===== src/rtl/turn_countdown_timer.sv =====
// Two-player turn clock: synchronized 1 Hz tick, RUN/PAUSED/TIMEOUT control.
// Optional per-move increment is compiled in with `define TURN_INCREMENT_EN.
module turn_countdown_timer #(
    parameter int TIME_WIDTH        = 10,
    parameter int START_SECONDS     = 600,
    parameter int INCREMENT_SECONDS = 5
) (
    input  logic                  clock,
    input  logic                  reset,
    input  logic                  slowClock,
    input  logic                  start,
    input  logic                  pause,
    input  logic                  turnSwitch,
    output logic [TIME_WIDTH-1:0] timeLeft0,
    output logic [TIME_WIDTH-1:0] timeLeft1,
    output logic                  activePlayer,
    output logic                  timeout0,
    output logic                  timeout1,
    output logic                  running
);

    typedef enum logic [1:0] {IDLE, RUN, PAUSED, TIMEOUT} state_t;

    localparam logic [TIME_WIDTH-1:0] START_VAL = TIME_WIDTH'(START_SECONDS);
    localparam logic [TIME_WIDTH:0]   INC_VAL   = (TIME_WIDTH+1)'(INCREMENT_SECONDS);
    localparam logic [TIME_WIDTH-1:0] ONE       = TIME_WIDTH'(1);
    localparam logic [TIME_WIDTH-1:0] ZERO      = '0;
`ifdef TURN_INCREMENT_EN
    localparam bit INC_ON = 1'b1;
`else
    localparam bit INC_ON = 1'b0;
`endif

    logic   sync1, sync2, sync3;
    logic   filled, armed, tick;
    state_t state_q, state_d;
    logic [TIME_WIDTH-1:0] t0_d, t1_d;
    logic                  ap_d, to0_d, to1_d;
    logic [TIME_WIDTH-1:0] cur, dec, bumped;
    logic [TIME_WIDTH:0]   sum;
    logic                  dec_en;

    // Synchronize slowClock; arm only after a real low sample so a level
    // already high out of reset cannot masquerade as a rising edge.
    always_ff @(posedge clock or posedge reset) begin
        if (reset) begin
            sync1  <= 1'b0;
            sync2  <= 1'b0;
            sync3  <= 1'b0;
            filled <= 1'b0;
            armed  <= 1'b0;
            tick   <= 1'b0;
        end else begin
            sync1  <= slowClock;
            sync2  <= sync1;
            sync3  <= sync2;
            filled <= 1'b1;
            armed  <= armed | (filled & ~sync1);
            tick   <= armed & sync2 & ~sync3;
        end
    end

    // State and game registers.
    always_ff @(posedge clock or posedge reset) begin
        if (reset) begin
            state_q      <= IDLE;
            timeLeft0    <= START_VAL;
            timeLeft1    <= START_VAL;
            activePlayer <= 1'b0;
            timeout0     <= 1'b0;
            timeout1     <= 1'b0;
        end else begin
            state_q      <= state_d;
            timeLeft0    <= t0_d;
            timeLeft1    <= t1_d;
            activePlayer <= ap_d;
            timeout0     <= to0_d;
            timeout1     <= to1_d;
        end
    end

    // Next-state: start beats everything; in RUN a tick is applied first,
    // then expiry, pause or a turn switch (with optional bonus) follows.
    always_comb begin
        state_d = state_q;
        t0_d    = timeLeft0;
        t1_d    = timeLeft1;
        ap_d    = activePlayer;
        to0_d   = timeout0;
        to1_d   = timeout1;
        cur     = activePlayer ? timeLeft1 : timeLeft0;
        dec_en  = tick && (cur != ZERO);
        dec     = dec_en ? cur - ONE : cur;
        sum     = {1'b0, dec} + INC_VAL;
        if (!INC_ON)
            bumped = dec;
        else if (sum[TIME_WIDTH])
            bumped = '1;
        else
            bumped = sum[TIME_WIDTH-1:0];

        if (start) begin
            state_d = RUN;
            t0_d    = START_VAL;
            t1_d    = START_VAL;
            ap_d    = 1'b0;
            to0_d   = 1'b0;
            to1_d   = 1'b0;
        end else begin
            unique case (state_q)
                RUN: begin
                    if (activePlayer) t1_d = dec;
                    else              t0_d = dec;
                    if (dec_en && cur == ONE) begin
                        state_d = TIMEOUT;
                        if (activePlayer) to1_d = 1'b1;
                        else              to0_d = 1'b1;
                    end else if (pause) begin
                        state_d = PAUSED;
                    end else if (turnSwitch) begin
                        if (activePlayer) t1_d = bumped;
                        else              t0_d = bumped;
                        ap_d = ~activePlayer;
                    end
                end
                PAUSED: begin
                    if (pause) state_d = RUN;
                end
                IDLE, TIMEOUT: ;
                default: state_d = IDLE;
            endcase
        end
    end

    assign running = (state_q == RUN);

endmodule


===== config.mk =====
export PLATFORM = sky130hd
export DESIGN_NAME = turn_countdown_timer
export DESIGN_NICKNAME = d
export VERILOG_FILES = /design/src/rtl/turn_countdown_timer.sv
export SDC_FILE = /design/constraint.sdc
export NUM_CORES = 1
export LEC_CHECK = 0
export BUFFER_PORTS_ARGS = -buffer_cell sky130_fd_sc_hd__buf_4
export CORE_AREA = 2 2 52 102
export DETAILED_ROUTE_END_ITERATION = 7
export DIE_AREA = 0 0 54 104
export PLACE_DENSITY_LB_ADDON = 0.12
export SYNTH_ARGS = -nofsm -noshare
export SYNTH_HDL_FRONTEND = slang
export SYNTH_SLANG_ARGS = --single-unit

===== constraint.sdc =====
create_clock -name clock -period 2.8 [get_ports clock]
set_input_delay 0.42 -clock clock [delete_from_list [all_inputs] [get_ports clock]]
set_output_delay 0.42 -clock clock [all_outputs]
set_load 0.02 [all_outputs]

Word-level counts from Yosys, hierarchy flattened
Index checks and enable logic that the tools add are counted.

Flip-flop bits (word level): 31. Bits in latches: 0. RAM bits: 0. Bits in read-only memories: 0. Input bits: 6. Output and inout bits: 24. Logic and storage cells: 74. Memories kept: 0.

$add $sub $neg: 1. Multipliers: 0. Divide/modulo/power cells: 0. Order comparisons: 0. Equal/unequal tests: 8. Shift operators: 0. Mux-type cells: 34. Bitwise logic cells: 7. Reductions and logical operators: 12.

Operators with widths (number): 10-bit 2-to-1 mux (16); 1-bit 2-to-1 mux (13); 10-bit by 1-bit == test with 1-bit output (second input constant) (1); 10-bit nonzero test (1); 10-bit by 1-bit subtractor with 10-bit output (second input constant) (1); 3-bit AND reduction (3); 2-bit 2-to-1 mux (4); 2-bit nonzero test (4); 2-bit != test (second input constant) (3); 4-bit by 3-bit != test with 1-bit output (second input constant) (1); 2-bit one-hot mux with 2 select lines (1); 4-bit AND reduction (1); 1-bit AND (3); 3-bit != test (second input constant) (1); 1-bit NOT (3); 3-bit nonzero test (1); 2-bit by 1-bit == test with 1-bit output (second input constant) (1); 2-bit == test (second input constant) (1); 1-bit logical AND (2); 1-bit OR (1).

Logic depth before layout (Yosys ltp)
Word-level depth: 11. Depth in mapped cells: 8. Gate-level depth less buffers: 6.

Worst setup path after synthesis
No wires, ideal clock.

Path kind: flip-flop to flip-flop. Start point: register activePlayer. End point: register timeLeft0[8]. Library setup time: 0.078 ns. Data arrival time: 2.444 ns. Data required time: 2.722 ns. Path slack: 0.278 ns. Cell stages (with the launch flop): 9. Buffers on the path: 2. Period minus slack after synthesis: 2.522 ns. Cells stage by stage: dfrtp_1 -> buf_4 -> clkbuf_1 -> mux2i_1 -> ha_1 -> inv_1 -> a2111o_1 -> or4_1 -> a21oi_1.

Word-level cells in the longest chain between the ends: 11. Elaborated cells between the ends (all ways): 14. Classes of those cells: 1 x add/sub; 1 x eq/ne; 9 x mux; 3 x reduce/logical.

RTL lines: from (decl) (RTL line 16) `output logic activePlayer,`; from (signal assigned) (RTL line 76) `activePlayer <= ap_d;`; branches (longest 8 deep; another with 10-bit by 1-bit subtractor with 10-bit output); 10-bit 2-to-1 mux * (RTL line 114) `if (dec_en && cur == ONE) begin`; 10-bit 2-to-1 mux * (RTL line 110) `unique case (state_q)`; 10-bit 2-to-1 mux * (RTL line 102) `if (start) begin`; to (signal assigned) (RTL line 74) `timeLeft0 <= t0_d;`; to (decl) (RTL line 14) `output logic [TIME_WIDTH-1:0] timeLeft0,`.

Mark *: on every way between the ends. The select of a mux whose other input is x is not followed. A chain may end at the register's enable or synchronous reset.

Final worst setup path
Ends and elaborated chain as after synthesis.

==> Flow_metrics.wiki <==
{| class="wikitable"
! Metric !! Value
|-
| CP Launch Type || flip-flop
|-
| Detail Placement HPWL || 3.61 mm
|-
| I/O pin cnt || 30
|-
| Tot GR Track Use || a little under a fifth
|-
| Master cell of the clock root buffer || sky130_fd_sc_hd__clkbuf_8
|-
| Die area || between 5000 and 6000 um^2
|-
| Starting density of the core || 38.2%
|-
| Height of the die || 104 um
|-
| Count of max-cap constraint violations || 0
|-
| Number of antenna cells inserted || 0
|-
| Crit end category || flip-flop
|-
| Quantity of hold-fixing buffers added after cts || 0
|-
| Cell Chain, Critical Path || mux2i_1 -> ha_1 -> inv_1 -> a2111o_1 -> or4_1 -> a21oi_1
|-
| Largest net degree at the start of global routing || 37
|-
| Wire length of the first global-routing pass || 7.85 mm
|-
| Result of the run || complete, no violations
|-
| Clock latency on the worst-skew pair || 280 ps
|-
| Worst clock skew on the final layout || 7.01 ps
|-
| Synthesized netlist net count || 200
|-
| Maximum fanout along the worst path || 20
|-
| Number of buffers between clock root and the deepest sink || 2
|-
| Length of the first detailed-routing pass in iterations || 4
|-
| Signed area change from the synthesized netlist to the final layout || 19.0%
|-
| Vias after detailed routing || 1642
|-
| Total congestion overflow || 0
|-
| Worst slew margin || between 50% and 60%
|-
| Multi-input combinational cell area || between 1000 and 1500 um^2
|-
| Synth Register Bits || 31
|-
| WS Path Type || flip-flop to flip-flop
|-
| Total negative setup slack || 0 ps
|-
| CTS H-tree depth || 2
|-
| Distinct cells, synth || 49
|-
| Fillcell total || 479
|-
| Cell type with the highest aggregate area in the netlist || sky130_fd_sc_hd__dfrtp_1
|-
| Leak pwr || 0.936 nW
|-
| Design area || 2210 um^2
|-
| Setup repair after global routing missed its margin || no
|-
| X dimension of the die || 54 um
|-
| Post-route minimum period || 2400 ps
|-
| Pin slew with the least headroom to its limit || ~690 ps
|-
| Gate count after technology mapping || 192
|-
| Kind of path behind the tightest hold check || input port to async pin
|-
| Sequential element share of the synthesized area || 42.3%
|-
| Port Buffers || 29
|-
| Top cells by area in the synthesized netlist || sky130_fd_sc_hd__dfrtp_1 31%, sky130_fd_sc_hd__dfstp_2 11%, sky130_fd_sc_hd__mux2i_1 5.4%
|-
| Dominant synthesized flop cell || sky130_fd_sc_hd__dfrtp_1
|-
| Drt initial violations || 59
|-
| Setup bufs post-CTS || 0
|-
| Final-report hold violation count || 0
|-
| Cell with the biggest individual delay on the critical path || sky130_fd_sc_hd__dfrtp_1
|-
| Post-layout nets || 230
|-
| Final slew viol count || 0
|-
| Delay of the slowest cell on the worst path || 700 ps
|-
| Final setup vio count || 0
|-
| Portion of synthesized cell area occupied by the leading cell type || 31.0%
|-
| Post-CTS Resized || 0
|-
| Number of antenna violations at the first check in global routing || 0
|-
| Placement Cell Area || around 2100 um^2
|-
| Clock tree from TritonCTS || built
|-
| Wire per inst || 17.4 um
|-
| Data arrival time of the critical path || 2610 ps
|-
| Worst supply voltage drop on vdd || 0.000301 V
|-
| Fraction of final layout cells with drive strength greater than 1 || a little under a third
|-
| Share of synthesized registers carrying an async set or reset || between 90% and 100%
|-
| Final critical-path share of the clock period || 85.8%
|-
| Post-Synthesis Mean Instance Area || 9.68 um^2
|-
| Smallest hold slack || 213 ps
|-
| Number of clock sinks || 31
|-
| Routed vias/inst || 5.86
|-
| Highest achievable clock rate || 0.416 GHz
|-
| Post-route DRC violation count || 0
|-
| Area of the placeable core || 4860 um^2
|-
| Req. time, crit path || 3010 ps
|-
| Count of flip-flops with a built-in enable after synthesis || 0
|-
| Post-detailed-route count of antenna-violating nets || 0
|-
| Standard-cell row count || 36
|-
| Power per cell area || 438 nW/um^2
|-
| Total chip power || 0.969 mW
|-
| Via count of the first global-routing pass || 1653
|-
| Total clock buffers created by CTS || 5
|-
| Count of warnings emitted by yosys || 0
|-
| Final routed wirelength across all metal layers || ~5 mm
|-
| Placer Congestion || slightly below 0.9
|-
| Post-synth design cell area || between 1500 and 2000 um^2
|-
| Sequential cell area in the final layout || slightly below 800 um^2
|-
| Clock transition at path regs || 70 ps
|}
[synth_stat cells (2+ instances only)]
| master | number |
|---|---|
| sky130_fd_sc_hd__a2111o_1 | 3 |
| sky130_fd_sc_hd__a211oi_1 | 8 |
| sky130_fd_sc_hd__a21oi_1 | 11 |
| sky130_fd_sc_hd__a31o_2 | 3 |
| sky130_fd_sc_hd__buf_2 | 2 |
| sky130_fd_sc_hd__clkbuf_1 | 6 |
| sky130_fd_sc_hd__dfrtp_1 | 23 |
| sky130_fd_sc_hd__dfstp_2 | 8 |
| sky130_fd_sc_hd__ha_1 | 2 |
| sky130_fd_sc_hd__inv_1 | 8 |
| sky130_fd_sc_hd__mux2_2 | 6 |
| sky130_fd_sc_hd__mux2i_1 | 10 |
| sky130_fd_sc_hd__nand2_1 | 6 |
| sky130_fd_sc_hd__nand3_1 | 2 |
| sky130_fd_sc_hd__nand4_1 | 2 |
| sky130_fd_sc_hd__nor2_1 | 19 |
| sky130_fd_sc_hd__nor2b_1 | 15 |
| sky130_fd_sc_hd__nor3_1 | 5 |
| sky130_fd_sc_hd__nor3b_1 | 3 |
| sky130_fd_sc_hd__o21ai_0 | 3 |
| sky130_fd_sc_hd__o31ai_1 | 3 |
| sky130_fd_sc_hd__or2_2 | 9 |
| sky130_fd_sc_hd__or3_1 | 5 |
| sky130_fd_sc_hd__or3b_2 | 2 |
| sky130_fd_sc_hd__or4_1 | 4 |
[per-stage QoR]
step           worst slack, ps  util [%]  cells
2_1_floorplan              278         -    192
3_3_place_gp               539      43.8    272
3_5_place_dp               446      43.8    272
4_1_cts                    412      45.4    280
5_1_grt                    220      45.4    280
6_report                   397      45.4    280
[critical path: cells and delay by family, from the launching register on]
kind,cells,cell delay [ps]
AO/OA/AOI/OAI,2,560
multiplexers,1,320
flip-flops,1,700
AND/OR/NAND/NOR,1,410
buffers and inverters,1,100
adder cells (fa/ha/maj),1,240
[sequential cells by signal (all words and copies together), names as in the netlist]
| signal | count |
|---|---|
| sync1 | 1 |
| tick | 1 |
| timeLeft0 | 10 |
| armed | 1 |
| sync2 | 1 |
| state_q | 2 |
| sync3 | 1 |
| timeout0 | 1 |
| filled | 1 |
| activePlayer | 1 |
| timeLeft1 | 10 |
| timeout1 | 1 |
[layout make-up]
cell class                 count  share of cell area, %
multi-input combinational    144                   45.3
clock buffer                   7                   3.45
inverter                       8                   1.36
tap                           57                   3.23
clock inverter                 1                  0.226
sequential                    31                   35.5
timing repair buffer          32                   10.9
[where the power goes]
group          switching, mW  internal [mW]  leakage (nW)  total [mW]
clock                  0.166          0.174        0.0422       0.340
combinational         0.0772         0.0610         0.509       0.138
sequential            0.0266          0.464         0.384       0.491
[metal layers]
metal  GRT usage [%]  routed length, um  part of all wire [%]
met1            19.3               1650                    34
met2            33.9               2810                    58
met3            3.16                192                   4.0
met4            11.3                205                   4.2
met5               0                  0                     0
[layout by cell type, fill, tap and decap left out, types with 2 or more instances in the layout]
cell                        n
sky130_fd_sc_hd__or3_1      5
sky130_fd_sc_hd__a211oi_1   8
sky130_fd_sc_hd__or2_2      9
sky130_fd_sc_hd__nor3b_1    3
sky130_fd_sc_hd__buf_4     32
sky130_fd_sc_hd__nand4_1    2
sky130_fd_sc_hd__inv_1      8
sky130_fd_sc_hd__mux2i_1   10
sky130_fd_sc_hd__a2111o_1   3
sky130_fd_sc_hd__mux2_2     6
sky130_fd_sc_hd__or3b_2     2
sky130_fd_sc_hd__nor3_1     5
sky130_fd_sc_hd__a31o_2     3
sky130_fd_sc_hd__clkbuf_8   5
sky130_fd_sc_hd__nor2b_1   15
sky130_fd_sc_hd__dfstp_2    8
sky130_fd_sc_hd__nor2_1    19
sky130_fd_sc_hd__o21ai_0    3
sky130_fd_sc_hd__nand3_1    2
sky130_fd_sc_hd__dfrtp_1   23
sky130_fd_sc_hd__or4_1      4
sky130_fd_sc_hd__a21oi_1   11
sky130_fd_sc_hd__o31ai_1    3
sky130_fd_sc_hd__ha_1       2
sky130_fd_sc_hd__nand2_1    6
sky130_fd_sc_hd__clkbuf_1   2
[cell families after synthesis]
family	count (synthesis)	synth area share (%)
AOI/OAI and AO/OA	45	18.4
adders and majority gates	2	1.35
buffers and inverters	17	3.77
DFF	31	42.3
muxes	16	9.02
other	1	0.202
and+or+nand+nor	80	25.0
[final timing paths]
check,start,to,slack (ps),cells after the start
hold reg to reg,sync1$_DFF_PP0_,sync2$_DFF_PP0_,390,0
min in group clock,slowClock,sync1$_DFF_PP0_,250,1
setup reg to reg,activePlayer$_DFFE_PP0P_,timeLeft0[8]$_DFFE_PP0P_,400,6
setup / recovery,activePlayer$_DFFE_PP0P_,timeLeft0[8]$_DFFE_PP0P_,400,6
max in group asynchronous,reset,timeLeft1[9]$_DFFE_PP1P_,2260,3
hold / removal,reset,timeLeft1[2]$_DFFE_PP0P_,210,3
No activity file was read; power rests on OpenSTA's default activity.
